`config.mk`:
```
export PLATFORM = sky130hd
export DESIGN_NAME = sga_input_conditioner_flat
export DESIGN_NICKNAME = d
export VERILOG_FILES = /design/src/rtl/sga_input_conditioner_if.sv /design/src/rtl/sga_input_conditioner.sv /design/src/flat_wrapper.sv
export SDC_FILE = /design/constraint.sdc
export NUM_CORES = 1
export LEC_CHECK = 0
export CORE_ASPECT_RATIO = 1.5
export CORE_MARGIN = 4
export CORE_UTILIZATION = 60
export DETAILED_ROUTE_END_ITERATION = 10
export GPL_ROUTABILITY_DRIVEN = 0
export PLACE_DENSITY = 0.82
export SETUP_SLACK_MARGIN = 0.15
export SYNTH_ARGS = -nofsm -noshare
export SYNTH_HDL_FRONTEND = slang
export SYNTH_SLANG_ARGS = --single-unit
```
`constraint.sdc`:
```
create_clock -name clock -period 2.7 [get_ports clock]
set_input_delay 0.81 -clock clock [delete_from_list [all_inputs] [get_ports clock]]
set_output_delay 0.81 -clock clock [all_outputs]
set_load 0.02 [all_outputs]
```
`src/rtl/sga_input_conditioner_if.sv`:
```
// sga_input_conditioner_if: button/key bundle between the raw inputs and the game control unit
// Signals:
//   buttons_raw[3:0], start_raw, pause_raw  raw active-high keys ([3]=left [2]=right [1]=up [0]=down)
//   buttons[3:0], buttons_pulse[3:0]        debounced levels and one-cycle rise pulses
//   start_pulse, paused                     start rise pulse, pause toggle state
//   dir_valid, dir_code[1:0], dir_ack       latched direction command with consume strobe
// Modports: master = stimulus/control side, slave = conditioner side.
interface sga_input_conditioner_if;
    logic [3:0] buttons_raw;
    logic       start_raw;
    logic       pause_raw;
    logic [3:0] buttons;
    logic [3:0] buttons_pulse;
    logic       start_pulse;
    logic       paused;
    logic       dir_valid;
    logic [1:0] dir_code;
    logic       dir_ack;
    modport master (
        output buttons_raw, start_raw, pause_raw, dir_ack,
        input  buttons, buttons_pulse, start_pulse, paused, dir_valid, dir_code
    );
    modport slave (
        input  buttons_raw, start_raw, pause_raw, dir_ack,
        output buttons, buttons_pulse, start_pulse, paused, dir_valid, dir_code
    );
endinterface

```
`src/rtl/sga_input_conditioner.sv`:
```
// sga_input_conditioner: synchronize and debounce direction/start/pause keys, latch a direction command
// Ports:
//   clock  system clock, rising edge
//   reset  synchronous active-high reset
//   bus    sga_input_conditioner_if.slave (raw keys in, clean levels/pulses/command out, dir_ack in)
module sga_input_conditioner #(
    parameter int DEBOUNCE_CYCLES = 50000,
    parameter int CNT_W           = 16
) (
    input logic                    clock,
    input logic                    reset,
    sga_input_conditioner_if.slave bus
);
    // Channel order: [3:0] buttons, [4] start, [5] pause.
    logic [5:0]            raw, s1, s2, stable, pulse;
    logic [5:0][CNT_W-1:0] cnt;
    logic                  paused, dir_valid;
    logic [1:0]            dir_code, code;
    assign raw  = {bus.pause_raw, bus.start_raw, bus.buttons_raw};
    // Left > right > up > down; only meaningful when some button pulsed.
    assign code = pulse[3] ? 2'd0 : pulse[2] ? 2'd1 : pulse[1] ? 2'd2 : 2'd3;
    always_ff @(posedge clock) begin
        if (reset) begin
            s1        <= '0;
            s2        <= '0;
            stable    <= '0;
            pulse     <= '0;
            cnt       <= '0;
            paused    <= 1'b0;
            dir_valid <= 1'b0;
            dir_code  <= 2'd0;
        end else begin
            s1 <= raw;
            s2 <= s1;
            for (int c = 0; c < 6; c++) begin
                pulse[c] <= 1'b0;
                if (s2[c] == stable[c])
                    cnt[c] <= '0;
                else if (cnt[c] == CNT_W'(DEBOUNCE_CYCLES - 1)) begin
                    stable[c] <= s2[c];
                    cnt[c]    <= '0;
                    pulse[c]  <= s2[c];
                end else
                    cnt[c] <= cnt[c] + 1'b1;
            end
            if (pulse[5])
                paused <= ~paused;
            // A press uses the pre-toggle paused and wins over a same-cycle ack.
            if (|pulse[3:0] && !paused) begin
                dir_valid <= 1'b1;
                dir_code  <= code;
            end else if (bus.dir_ack)
                dir_valid <= 1'b0;
        end
    end
    assign bus.buttons       = stable[3:0];
    assign bus.buttons_pulse = pulse[3:0];
    assign bus.start_pulse   = pulse[4];
    assign bus.paused        = paused;
    assign bus.dir_valid     = dir_valid;
    assign bus.dir_code      = dir_code;
endmodule

```
`src/flat_wrapper.sv`:
```
// flat-port wrapper written by rule: the top's interface ports become plain ports
module sga_input_conditioner_flat 
#(
    parameter int DEBOUNCE_CYCLES = 50000,
    parameter int CNT_W           = 16
)
  (clock, reset, bus_buttons_raw, bus_start_raw, bus_pause_raw, bus_dir_ack, bus_buttons, bus_buttons_pulse, bus_start_pulse, bus_paused, bus_dir_valid, bus_dir_code);
  sga_input_conditioner_if bus_i ();
  input logic clock;
  input logic reset;
  input wire logic [$bits(bus_i.buttons_raw)-1:0] bus_buttons_raw;
  input wire logic [$bits(bus_i.start_raw)-1:0] bus_start_raw;
  input wire logic [$bits(bus_i.pause_raw)-1:0] bus_pause_raw;
  input wire logic [$bits(bus_i.dir_ack)-1:0] bus_dir_ack;
  output wire logic [$bits(bus_i.buttons)-1:0] bus_buttons;
  output wire logic [$bits(bus_i.buttons_pulse)-1:0] bus_buttons_pulse;
  output wire logic [$bits(bus_i.start_pulse)-1:0] bus_start_pulse;
  output wire logic [$bits(bus_i.paused)-1:0] bus_paused;
  output wire logic [$bits(bus_i.dir_valid)-1:0] bus_dir_valid;
  output wire logic [$bits(bus_i.dir_code)-1:0] bus_dir_code;
  assign bus_i.buttons_raw = bus_buttons_raw;
  assign bus_i.start_raw = bus_start_raw;
  assign bus_i.pause_raw = bus_pause_raw;
  assign bus_i.dir_ack = bus_dir_ack;
  assign bus_buttons = bus_i.buttons;
  assign bus_buttons_pulse = bus_i.buttons_pulse;
  assign bus_start_pulse = bus_i.start_pulse;
  assign bus_paused = bus_i.paused;
  assign bus_dir_valid = bus_i.dir_valid;
  assign bus_dir_code = bus_i.dir_code;
  sga_input_conditioner #(.DEBOUNCE_CYCLES(DEBOUNCE_CYCLES), .CNT_W(CNT_W)) u_core (.clock(clock), .reset(reset), .bus(bus_i));
endmodule
```
==> flow_metrics.env <==
export IMPL_outcome="completed"
export IMPL_synth_area_leaders="dfxtp_1, xnor2_1, nor2_1, nor4_1, nand4_1"
export IMPL_hold_viol_final=0
export IMPL_slew_viol_final=0
export IMPL_place_inst=682
export IMPL_cts_num_sinks=124
export IMPL_grt_use_total=0.200
export IMPL_initial_utilization=0.615
export IMPL_synth_compound_area_frac=0.0150
export IMPL_setup_violations=0
export IMPL_pwr_share_comb=0.012
export IMPL_fin_tns_setup_ns=0
export IMPL_dpl_cell_area_um2=5420
export IMPL_power_frac_clock=0.535
export IMPL_synth_common_cells="dfxtp_1, nor2_1, xnor2_1"
export IMPL_switchingPower_uw=776
export IMPL_drt_iter0_drc=212
export IMPL_synth_top_cell_area_share=0.480
export IMPL_synthFlopType="dfxtp_1"
export IMPL_syn_inst=573
export IMPL_wire_per_inst_um=13.2
export IMPL_cp_depth=1
export IMPL_synthAdderAreaFrac=0.0145
export IMPL_ctsResizeCount=0
export IMPL_stdcell_count=713
export IMPL_critPathTopFamily="buffers and inverters"
export IMPL_seqPwrFrac=0.453
export IMPL_cp_slowest_cell="clkdlybuf4s50_1"
export IMPL_area_delta_synth_final_pct=16.0
export IMPL_final_util=0.713
export IMPL_ctsHtreeMaxLevel=4
export IMPL_synth_seq_cells=124
export IMPL_skew_ns=0.00749
export IMPL_viasPerCell=5.51
export IMPL_layout_nets=609
export IMPL_antenna_cells=0
export IMPL_synth_top_family_by_area="simple AND/OR/NAND/NOR gates"
export IMPL_drc_errors=0
export IMPL_final_area_um2=6000
export IMPL_r2r_start="u_core.cnt[12]"
export IMPL_first_pass_iters=4
export IMPL_p_sw_frac=0.190
export IMPL_post_dp_hpwl_um=6320
export IMPL_std_cell_rows=41
export IMPL_cp_end_kind="output port"
export IMPL_hold_class="reg -> reg"
export IMPL_core_area_um2=8410
export IMPL_syn_nets=588
export IMPL_max_freq_ghz=0.441
export IMPL_yosysMostFrequentCell="dfxtp_1"
export IMPL_period_needed_ns=2.27
export IMPL_worst_path_buf_inv=1
export IMPL_portBuffers=21
export IMPL_crit_path_end="bus_buttons[2]"
export IMPL_yosys_area_share_simple=0.292
export IMPL_dieArea_um2=10200
export IMPL_fillers=647
export IMPL_antenna_found_initial=0
export IMPL_path_clk_slew_ns=0.05
export IMPL_synth_distinct_cells=33
export IMPL_crit_type="reg -> out"
export IMPL_power_density_nw_per_um2=681
export IMPL_cap_viol_max_count=0
export IMPL_crit_reg2reg_capture="u_core.cnt[14]"
export IMPL_cp_cell_sequence="clkdlybuf4s50_1"
export IMPL_cp_max_fo=4
export IMPL_crit_start="u_core.stable[2]"
export IMPL_first_global_vias=3805
export IMPL_vias=3931
export IMPL_yosys_area_share_xor_xnor=0.149
export IMPL_grt_overflow=0
export IMPL_cts_hold_buf=0
export IMPL_reg2reg_setup_slack_ns=0.65
export IMPL_relSlewSlack=0.675
export IMPL_worst_slew_pin_slew_ns=0.487
export IMPL_post_route_period_util=0.840
export IMPL_async_flop_share=0
export IMPL_synthMuxAreaShare=0.0116
export IMPL_grt_max_degree=40
export IMPL_cts_root_buf="clkbuf_16"
export IMPL_final_layout_size_suffix_gt1_frac=0.0561
export IMPL_yosys_area_top_type="dfxtp_1"
export IMPL_insertion_delay_ns=0.41
export IMPL_wirelength_um=9440
export IMPL_start_kind="register"
export IMPL_die_y_um=122
export IMPL_ir_drop_mv=0.546
export IMPL_post_cts_buffers=0
export IMPL_clockBufferDepth=2
export IMPL_die_x_um=83.8
export IMPL_p_int_mw=3.31
export IMPL_yosys_warnings=0
export IMPL_leakage_nw=1.84
export IMPL_boundaryPins=22
export IMPL_ys_seq_area_frac=0.480
export IMPL_ant_nets=0
export IMPL_synth_edf_count=0
export IMPL_syn_avg_cell_area_um2=9.03
export IMPL_numCtsBuffers=17
export IMPL_rsz0062_at_grt="false"
export IMPL_grt_pass1_wl_um=16500
export IMPL_slowest_delay_ns=0.64
export IMPL_cts_tree="yes"
export IMPL_arrival_ns=1.46
export IMPL_holdPathStages=1
export IMPL_synth_area_um2=5170
export IMPL_critPathRequiredTime_ns=1.89
export IMPL_rr_worst_depth=4
-- logic make-up after synthesis --
group	Yosys count
AOI/OAI and AO/OA	12
xor gates and xnor gates	88
adders and majority gates	6
buffers and inverters	41
DFF	124
muxes	6
and+or+nand+nor	296
-- routing by layer --
layer | global-route usage | vias up | routed length [µm]
met5 | 0 | - | 0
met4 | 0.0986 | 0 | 134
met3 | 0.0704 | 14 | 375
met2 | 0.342 | 70 | 4860
met1 | 0.222 | 1847 | 4070
li1 | - | 2000 | -
-- sequential cells by signal, summed over array words and instances, names as in the netlist --
signal,flops
u_core.cnt,96
u_core.pulse,6
u_core.s1,6
u_core.s2,6
u_core.stable,6
u_core.bus.dir_code,2
u_core.bus.dir_valid,1
u_core.bus.paused,1
-- how the worst min path moves through the flow --
stage	startpoint	to	slack (ns)
after detailed placement	u_core.s1[1]	u_core.s2[1]	0.43
after global routing	u_core.s1[0]	u_core.s2[0]	0.46
after CTS	u_core.s1[1]	u_core.s2[1]	0.44
after global placement	u_core.s1[4]	u_core.s2[4]	0.42
after floorplan	u_core.s1[0]	u_core.s2[0]	0.41
final	u_core.s1[1]	u_core.s2[1]	0.44
-- final cells by class --
type                       count  area, µm²  share of cell area
inverter                      21       78.8              0.0131
tap                          107        134              0.0223
timing repair buffer          22        230              0.0384
clock buffer                  24        492              0.0819
clock inverter                 7       87.6              0.0146
multi-input combinational    408       2500               0.416
sequential                   124       2480               0.414
-- power by group through the flow --
stage / clock [mW] / sequential, mW / combinational (mW)
after global placement: 0 / 1.89 / 0.0477
after detailed placement: 0 / 1.89 / 0.0493
final: 2.19 / 1.85 / 0.0488
after CTS: 2.23 / 1.85 / 0.0496
after global routing: 2.31 / 1.85 / 0.0541
after floorplan: 0 / 1.89 / 0.0303
-- cells in the final DEF, fill, tap and decap left out, types with 21 or more instances in the layout --
| master | n |
|---|---|
| dfxtp_1 | 124 |
| nor2_1 | 115 |
| xnor2_1 | 79 |
| nor4_1 | 29 |
| nand3_1 | 29 |
| nor3_1 | 25 |
| nand4_1 | 24 |
| nand2_1 | 23 |
| inv_1 | 21 |
| clkdlybuf4s50_1 | 21 |
-- stage by stage --
step / worst slack, ns / hold slack [ns] / total power, mW
floorplan: 0.822 / 0.414 / 1.92
global placement: 0.526 / 0.418 / 1.93
detailed placement: 0.468 / 0.430 / 1.94
CTS: 0.375 / 0.444 / 4.13
global route: 0.348 / 0.456 / 4.22
finish: 0.433 / 0.439 / 4.08
No activity file was read; power rests on OpenSTA's default activity.
